--- src/rtl/pipelined_addsub_seg.sv ---
// W-bit add/sub split into SEG carry-pipelined segments; result after SEG+1 register levels.
// Global stall: every stage holds while a result sits unaccepted at the output (requires SEG >= 2).
module pipelined_addsub_seg #(
  parameter int W   = 64,
  parameter int SEG = 4
) (
  input  logic         clk,
  input  logic         rst_n,
  input  logic         in_valid,
  output logic         in_ready,
  input  logic [W-1:0] a,
  input  logic [W-1:0] b,
  input  logic [1:0]   op,
  input  logic         cin,
  output logic         out_valid,
  input  logic         out_ready,
  output logic [W-1:0] sum,
  output logic         carry,
  output logic         overflow,
  output logic         zero
);

  localparam int SW = W / SEG;

  logic         w_adv;
  logic [W-1:0] w_bp;
  logic         w_c0;

  logic         r_cap_vld;
  logic [W-1:0] r_cap_a;
  logic [W-1:0] r_cap_b;
  logic         r_cap_c;

  // Stage k registers hold the result of resolving segment k
  logic         r_vld [SEG];
  logic [W-1:0] r_s   [SEG];
  logic         r_c   [SEG];
  logic [W-1:0] r_a   [SEG-1];
  logic [W-1:0] r_b   [SEG-1];
  logic         r_ovf;
  logic         r_zero;

  logic         w_in_vld [SEG];
  logic [W-1:0] w_in_a   [SEG];
  logic [W-1:0] w_in_b   [SEG];
  logic [W-1:0] w_in_s   [SEG];
  logic         w_in_c   [SEG];
  logic [SW:0]  w_seg    [SEG];
  logic [W-1:0] w_out_s  [SEG];
  logic         w_ovf;
  logic         w_zero;

  assign w_adv    = ~out_valid | out_ready;
  assign in_ready = w_adv;

  assign w_bp = op[0] ? ~b : b;
  assign w_c0 = op[1] ? (cin ^ op[0]) : op[0];

  always_comb begin
    w_in_vld[0] = r_cap_vld;
    w_in_a[0]   = r_cap_a;
    w_in_b[0]   = r_cap_b;
    w_in_c[0]   = r_cap_c;
    w_in_s[0]   = '0;
    for (int k = 1; k < SEG; k++) begin
      w_in_vld[k] = r_vld[k-1];
      w_in_a[k]   = r_a[k-1];
      w_in_b[k]   = r_b[k-1];
      w_in_c[k]   = r_c[k-1];
      w_in_s[k]   = r_s[k-1];
    end
  end

  // Each stage resolves one segment and passes the already-resolved low bits through
  always_comb begin
    for (int k = 0; k < SEG; k++) begin
      w_seg[k] = {1'b0, w_in_a[k][k*SW +: SW]} + {1'b0, w_in_b[k][k*SW +: SW]}
               + {{SW{1'b0}}, w_in_c[k]};
      w_out_s[k] = w_in_s[k];
      w_out_s[k][k*SW +: SW] = w_seg[k][SW-1:0];
    end
  end

  assign w_ovf  = (w_in_a[SEG-1][W-1] == w_in_b[SEG-1][W-1]) &
                  (w_out_s[SEG-1][W-1] != w_in_a[SEG-1][W-1]);
  assign w_zero = ~|w_out_s[SEG-1];

  always_ff @(posedge clk or negedge rst_n) begin
    if (!rst_n) begin
      r_cap_vld <= 1'b0;
      r_cap_a   <= '0;
      r_cap_b   <= '0;
      r_cap_c   <= 1'b0;
      for (int k = 0; k < SEG; k++) begin
        r_vld[k] <= 1'b0;
        r_s[k]   <= '0;
        r_c[k]   <= 1'b0;
      end
      for (int k = 0; k < SEG-1; k++) begin
        r_a[k] <= '0;
        r_b[k] <= '0;
      end
      r_ovf  <= 1'b0;
      r_zero <= 1'b0;
    end else if (w_adv) begin
      r_cap_vld <= in_valid;
      if (in_valid) begin
        r_cap_a <= a;
        r_cap_b <= w_bp;
        r_cap_c <= w_c0;
      end
      // Data registers only load behind a valid transaction; bubbles leave them untouched
      for (int k = 0; k < SEG; k++) begin
        r_vld[k] <= w_in_vld[k];
        if (w_in_vld[k]) begin
          r_s[k] <= w_out_s[k];
          r_c[k] <= w_seg[k][SW];
        end
      end
      for (int k = 0; k < SEG-1; k++) begin
        if (w_in_vld[k]) begin
          r_a[k] <= w_in_a[k];
          r_b[k] <= w_in_b[k];
        end
      end
      if (w_in_vld[SEG-1]) begin
        r_ovf  <= w_ovf;
        r_zero <= w_zero;
      end
    end
  end

  assign out_valid = r_vld[SEG-1];
  assign sum       = r_s[SEG-1];
  assign carry     = r_c[SEG-1];
  assign overflow  = r_ovf;
  assign zero      = r_zero;

endmodule

--- config.mk ---
export PLATFORM = sky130hd
export DESIGN_NAME = pipelined_addsub_seg
export DESIGN_NICKNAME = d
export VERILOG_FILES = /design/src/rtl/pipelined_addsub_seg.sv
export SDC_FILE = /design/constraint.sdc
export NUM_CORES = 1
export LEC_CHECK = 0
export CAP_MARGIN = 5
export CELL_PAD_IN_SITES_DETAIL_PLACEMENT = 1
export CELL_PAD_IN_SITES_GLOBAL_PLACEMENT = 2
export CORE_MARGIN = 4
export CORE_UTILIZATION = 35
export CTS_BUF_LIST = sky130_fd_sc_hd__clkbuf_16
export CTS_CLUSTER_DIAMETER = 120
export CTS_CLUSTER_SIZE = 24
export DETAILED_ROUTE_END_ITERATION = 10
export GPL_ROUTABILITY_DRIVEN = 1
export GPL_TIMING_DRIVEN = 0
export PLACE_DENSITY = 0.8
export RECOVER_POWER = 50
export SYNTH_ARGS = -nofsm -noshare
export SYNTH_HDL_FRONTEND = slang
export SYNTH_SLANG_ARGS = --single-unit
--- constraint.sdc ---
create_clock -name clk -period 2.7 [get_ports clk]
set_clock_uncertainty 0.1 [all_clocks]
set_input_delay 0.675 -clock clk [delete_from_list [all_inputs] [get_ports clk]]
set_output_delay 0.675 -clock clk [all_outputs]
set_load 0.01 [all_outputs]
Word level (Yosys, flattened, before mapping)

Cells that the tools add are included.

Add/sub/neg operators: 8
Eq/ne operators: 2
Mux-type cells: 2
Bitwise gates (word level): 5
Reduce and logical (&&, ||, !) cells: 7

Operator list:

| cell                                      | count |
|---|---|
| 16-bit by 16-bit adder with 17-bit output | 4 |
| 17-bit by 1-bit adder with 17-bit output  | 4 |
| 64-bit 2-to-1 mux                         | 1 |
| 64-bit NOT                                | 1 |
| 64-bit OR reduction                       | 1 |
| 2-bit AND reduction                       | 5 |
| 1-bit AND                                 | 1 |
| 1-bit == test                             | 1 |
| 1-bit logical NOT                         | 1 |
| 1-bit 2-to-1 mux                          | 1 |
| 1-bit inequality test                     | 1 |
| 1-bit NOT                                 | 1 |
| 1-bit OR                                  | 1 |
| 1-bit XOR                                 | 1 |

Flip-flop bits (word level): 684
Bits of input ports: 135
Logic and storage cells: 48

Longest topological paths before layout

Depth after elaboration: 4
Gate-level depth with buffers: 11
Gate-level depth less buffers: 11

Worst setup path after synthesis

No wires, ideal clock.

Kind: register to register
Start point: register r_c[1] (netlist bit)
End point: register r_zero, in the netlist zero
Arrival time: 2.349 ns
Required time: 2.524 ns
Path slack: 0.174 ns
Cell stages (with the launch flop): 9
Path buffers: 0
Cells stage by stage: dfrtp_1 fa_1 a211oi_2 o21ai_0 and4_1 or3_4 a2111oi_4 nand4_1 o21ai_1

Cells in the longest elaborated chain, start to end: 3

RTL lines:

| what                                     | line | text |
|---|---|---|
| start: declaration                       | 37   | `logic r_c [SEG];` |
| start signal: indexed assignment         | 117  | `r_c[k] <= w_seg[k][SW];` |
| 17-bit by 1-bit adder with 17-bit output | 78   | `+ {{SW{1'b0}}, w_in_c[k]};` |
| 64-bit OR reduction                      | 86   | `assign w_zero = ~\|w_out_s[SEG-1];` |
| 1-bit logical NOT                        | 86   |  |
| end signal: assignment                   | 128  | `r_zero <= w_zero;` |
| end: declaration                         | 41   | `logic r_zero;` |

No other way between the ends.
A chain may end at the register's enable or synchronous reset.

Final worst setup path

Start point: register r_b[58] (netlist bit)
End point: register r_zero, in the netlist zero

Cells in the longest elaborated chain, start to end: 4

RTL lines:

| what                                      | line | text |
|---|---|---|
| start: declaration                        | 39   | `logic [W-1:0] r_b [SEG-1];` |
| start signal: indexed assignment          | 123  | `r_b[k] <= w_in_b[k];` |
| 16-bit by 16-bit adder with 17-bit output | 77   | `w_seg[k] = {1'b0, w_in_a[k][k*SW +: SW]} + {1'b0, w_in_b[k][k*SW +: SW]}` |
| 17-bit by 1-bit adder with 17-bit output  | 78   |  |
| 64-bit OR reduction                       | 86   |  |
| 1-bit logical NOT                         | 86   |  |

No other way between the ends.

==> flow_metrics.tcl <==
set metrics [dict create \
    finalHoldViolCount 0 \
    ys_seq_area_share_pct 55.4 \
    grt_usage_pct 17.3 \
    crit_fanout 9 \
    synth_top_area_share_pct 55.4 \
    fin_crit_ns 2.76 \
    wl_per_cell_um 19.1 \
    antenna_found_initial 1 \
    syn-instance-count 1974 \
    num_antenna_cells 0 \
    synthFlopType "dfrtp_1" \
    p_seq_share_pct 40.0 \
    rrSetupSlack_ns -0.06 \
    end_kind "flop" \
    synth_edf_count 0 \
    worstReg2RegEnd "zero$_DFFE_PN0P_" \
    clk_pin_slew_ns 0.10 \
    dr.pass1.iters 6 \
    htreeDepth 1 \
    timing.rr.start "r_b[58]$_DFFE_PN0P_" \
    dieWidth_um 260 \
    worstMarginPinSlew_ns 1.15 \
    synthTopCellsByArea "dfrtp_1 55%, mux2_2 13%, nand2_1 7.4%" \
    synthDistinctLibCells 59 \
    irDropWorstVdd_v 0.000544 \
    place.gp.congestion 0.859 \
    place_ws_ns -1.92 \
    violations "setup timing" \
    drtAntennaViolNets 0 \
    die-area_um2 67600 \
    max_slew_margin_pct 23.5 \
    synth-xor-area-share_pct 3.90 \
    crit_required_ns 3.09 \
    drv_cap 0 \
    setup_viol 14 \
    syn_to_final_growth_pct 19.5 \
    final_core_util_pct 42.2 \
    grt_pass1_vias 16200 \
    power.clock.fraction_pct 12.6 \
    fin_nets 2428 \
    p_int_mw 19.5 \
    p_switching_mw 12.2 \
    start_util_pct 35.3 \
    rows 92 \
    hp-class "reg -> reg" \
    drtIter0Drc 685 \
    viasPerCell 4.85 \
    cp-endpoint "zero$_DFFE_PN0P_" \
    post-synth-top-count-cell "dfrtp_1" \
    power_density_nw_per_um2 1190 \
    syn_area_um2 22200 \
    critPathArrivalTime_ns 3.15 \
    yosysTopAreaCell "dfrtp_1" \
    grt_pass1_wl_um 92400 \
    yosysWarnings 0 \
    async_flop_share_pct 100 \
    cts_tree "yes" \
    synth_nets 2177 \
    clock_sinks 492 \
    drive_gt1_share_pct 21.3 \
    final_max_slew_viol_count 0 \
    fin_crit_sh_pct 102 \
    fin_ws_ns -0.0595 \
    cts-buffers-inserted 24 \
    synth_seq_cells 492 \
    via_count 14900 \
    drt-total-wl_um 58800 \
    rsz0062_at_grt "yes" \
    synth_commonest_cells "492 x dfrtp_1, 440 x nand2_1, 266 x mux2_2, 128 x o21ai_0, 78 x xnor2_1" \
    synth.area.mux_share_pct 13.6 \
    overflow 0 \
    p_leak_nw 12.1 \
    die-height_um 260 \
    synth_compound_area_share_pct 7.50 \
    fmax_mhz 362 \
    synth-simple-area-share_pct 11.2 \
    status "finished with violations" \
    hold_start "r_cap_b[32]$_DFFE_PN0P_" \
    p_comb_share_pct 47.5 \
    clockBufferDepth 3 \
    reg2reg_depth 9 \
    synthAdderAreaFrac_pct 4.10 \
    avgSynthCellArea_um2 11.3 \
    io_buffer_count 202 \
    clkLatencyLatePin_ns 0.57 \
    synth_top_family_by_area "multiplexers" \
    drc_errors 0 \
    worstSetupStartpointType "flop" \
    startpoint "r_b[58]$_DFFE_PN0P_" \
    p_sw_share_pct 38.6 \
    io_pins 204 \
    dp_hpwl_um 46100 \
    crit_type "reg -> reg" \
    cts_root_buffer "clkbuf_16" \
    coreArea_um2 63000 \
    grt_max_degree 119 \
]
per-layer routing:
layer  up-vias  routed length [um]  global-route usage, %
met5         -                   0                      0
met4         0                1630                   4.63
met3        63                1940                   1.63
met2       194               28500                   29.4
met1      7491               26700                   23.9
li1       7132                   -                      -
cell usage in the layout, fill, tap and decap left out, drive strengths merged, types with 10 or more instances in the layout:
master and n:
nand2 440, dfrtp 492, a21o 13, dlygate4sd3 47
nand3 14, nor2 30, a21oi 45, o31ai 16
a211oi 18, o21ai 139, xor2 21, xnor2 78
inv 37, buf 118, ha 60, clkdlybuf4s50 154
mux2 266, clkbuf 80, nand2b 10, nor3 18
nor4 11, or3 14
flip-flops by register name, indices dropped and copies added, names as in the netlist:
signal     flops
r_a           96
r_b           96
r_s           96
r_cap_a       64
r_cap_b       64
sum           64
r_c            3
r_vld          3
carry          1
out_valid      1
overflow       1
r_cap_c        1
r_cap_vld      1
zero           1
repair_timing:
| item | CTS | global route |
|---|---|---|
| pin swaps | 17 | 34 |
| endpoints found under the hold margin | 69 | 0 |
| gates resized for setup | 57 | 47 |
| hold buffers | 1 | 0 |
| buffers inserted | 9 | 9 |
| setup endpoints to repair | 454 | 49 |
power by group through the flow:
| stage | logic, mW | clock network (mW) | registers [mW] |
|---|---|---|---|
| finish | 15.0 | 3.98 | 12.7 |
| global route | 16.7 | 4.40 | 13.1 |
| CTS | 14.9 | 4.14 | 12.7 |
| detailed placement | 14.3 | 0 | 12.9 |
| global placement | 13.8 | 0 | 12.7 |
| floorplan | 9.94 | 0 | 11.9 |
cell type report:
type	count	area (um^2)
well taps	846	1060
inverters	37	139
clock inverters	1	16.3
plain buffers	150	866
multi-input cells	1295	9280
repair buffers	225	2240
clock buffers	25	626
flip-flops and latches	492	12300
fillers	6825	36400
through the flow:
stage          power (mW)  instance area, um^2  setup TNS, ns  hold WS, ns  instances
2_1_floorplan        21.8                22200              0        0.279       1974
3_3_place_gp         26.5                25300              -        0.350       3022
3_5_place_dp         27.1                25400        -514.84        0.355       3026
4_1_cts              31.7                26300        -0.0819        0.373       3062
5_1_grt              34.1                26500          -9.81        0.388       3071
6_report             31.7                26500         -0.175        0.363       3071
worst min path at each step:
stage | endpoint | slack, ns | depth (start not counted)
2_1_floorplan | carry$_DFFE_PN0P_ | 0.28 | 0
3_3_place_gp | r_a[179]$_DFFE_PN0P_ | 0.35 | 2
3_5_place_dp | r_a[169]$_DFFE_PN0P_ | 0.36 | 2
4_1_cts | r_b[160]$_DFFE_PN0P_ | 0.37 | 2
5_1_grt | r_a[146]$_DFFE_PN0P_ | 0.39 | 2
6_report | r_b[160]$_DFFE_PN0P_ | 0.36 | 2
critical path, cell delays in order, from the launching register on:
cell	delay, ns
dfrtp_1	0.45
ha_4	0.24
buf_6	0.14
a211oi_2	0.21
o21ai_1	0.12
a221o_1	0.38
or3_4	0.42
a2111oi_4	0.35
nand4_1	0.13
o21ai_1	0.15
cells by family after synthesis:
logic type,count (synthesis)
AO/OA/AOI/OAI,276
AND/OR/NAND/NOR,584
adder cells (fa/ha/maj),68
multiplexers,268
flip-flops,492
buffers and inverters,187
XOR/XNOR,99
(Power assumes the default switching activity.)
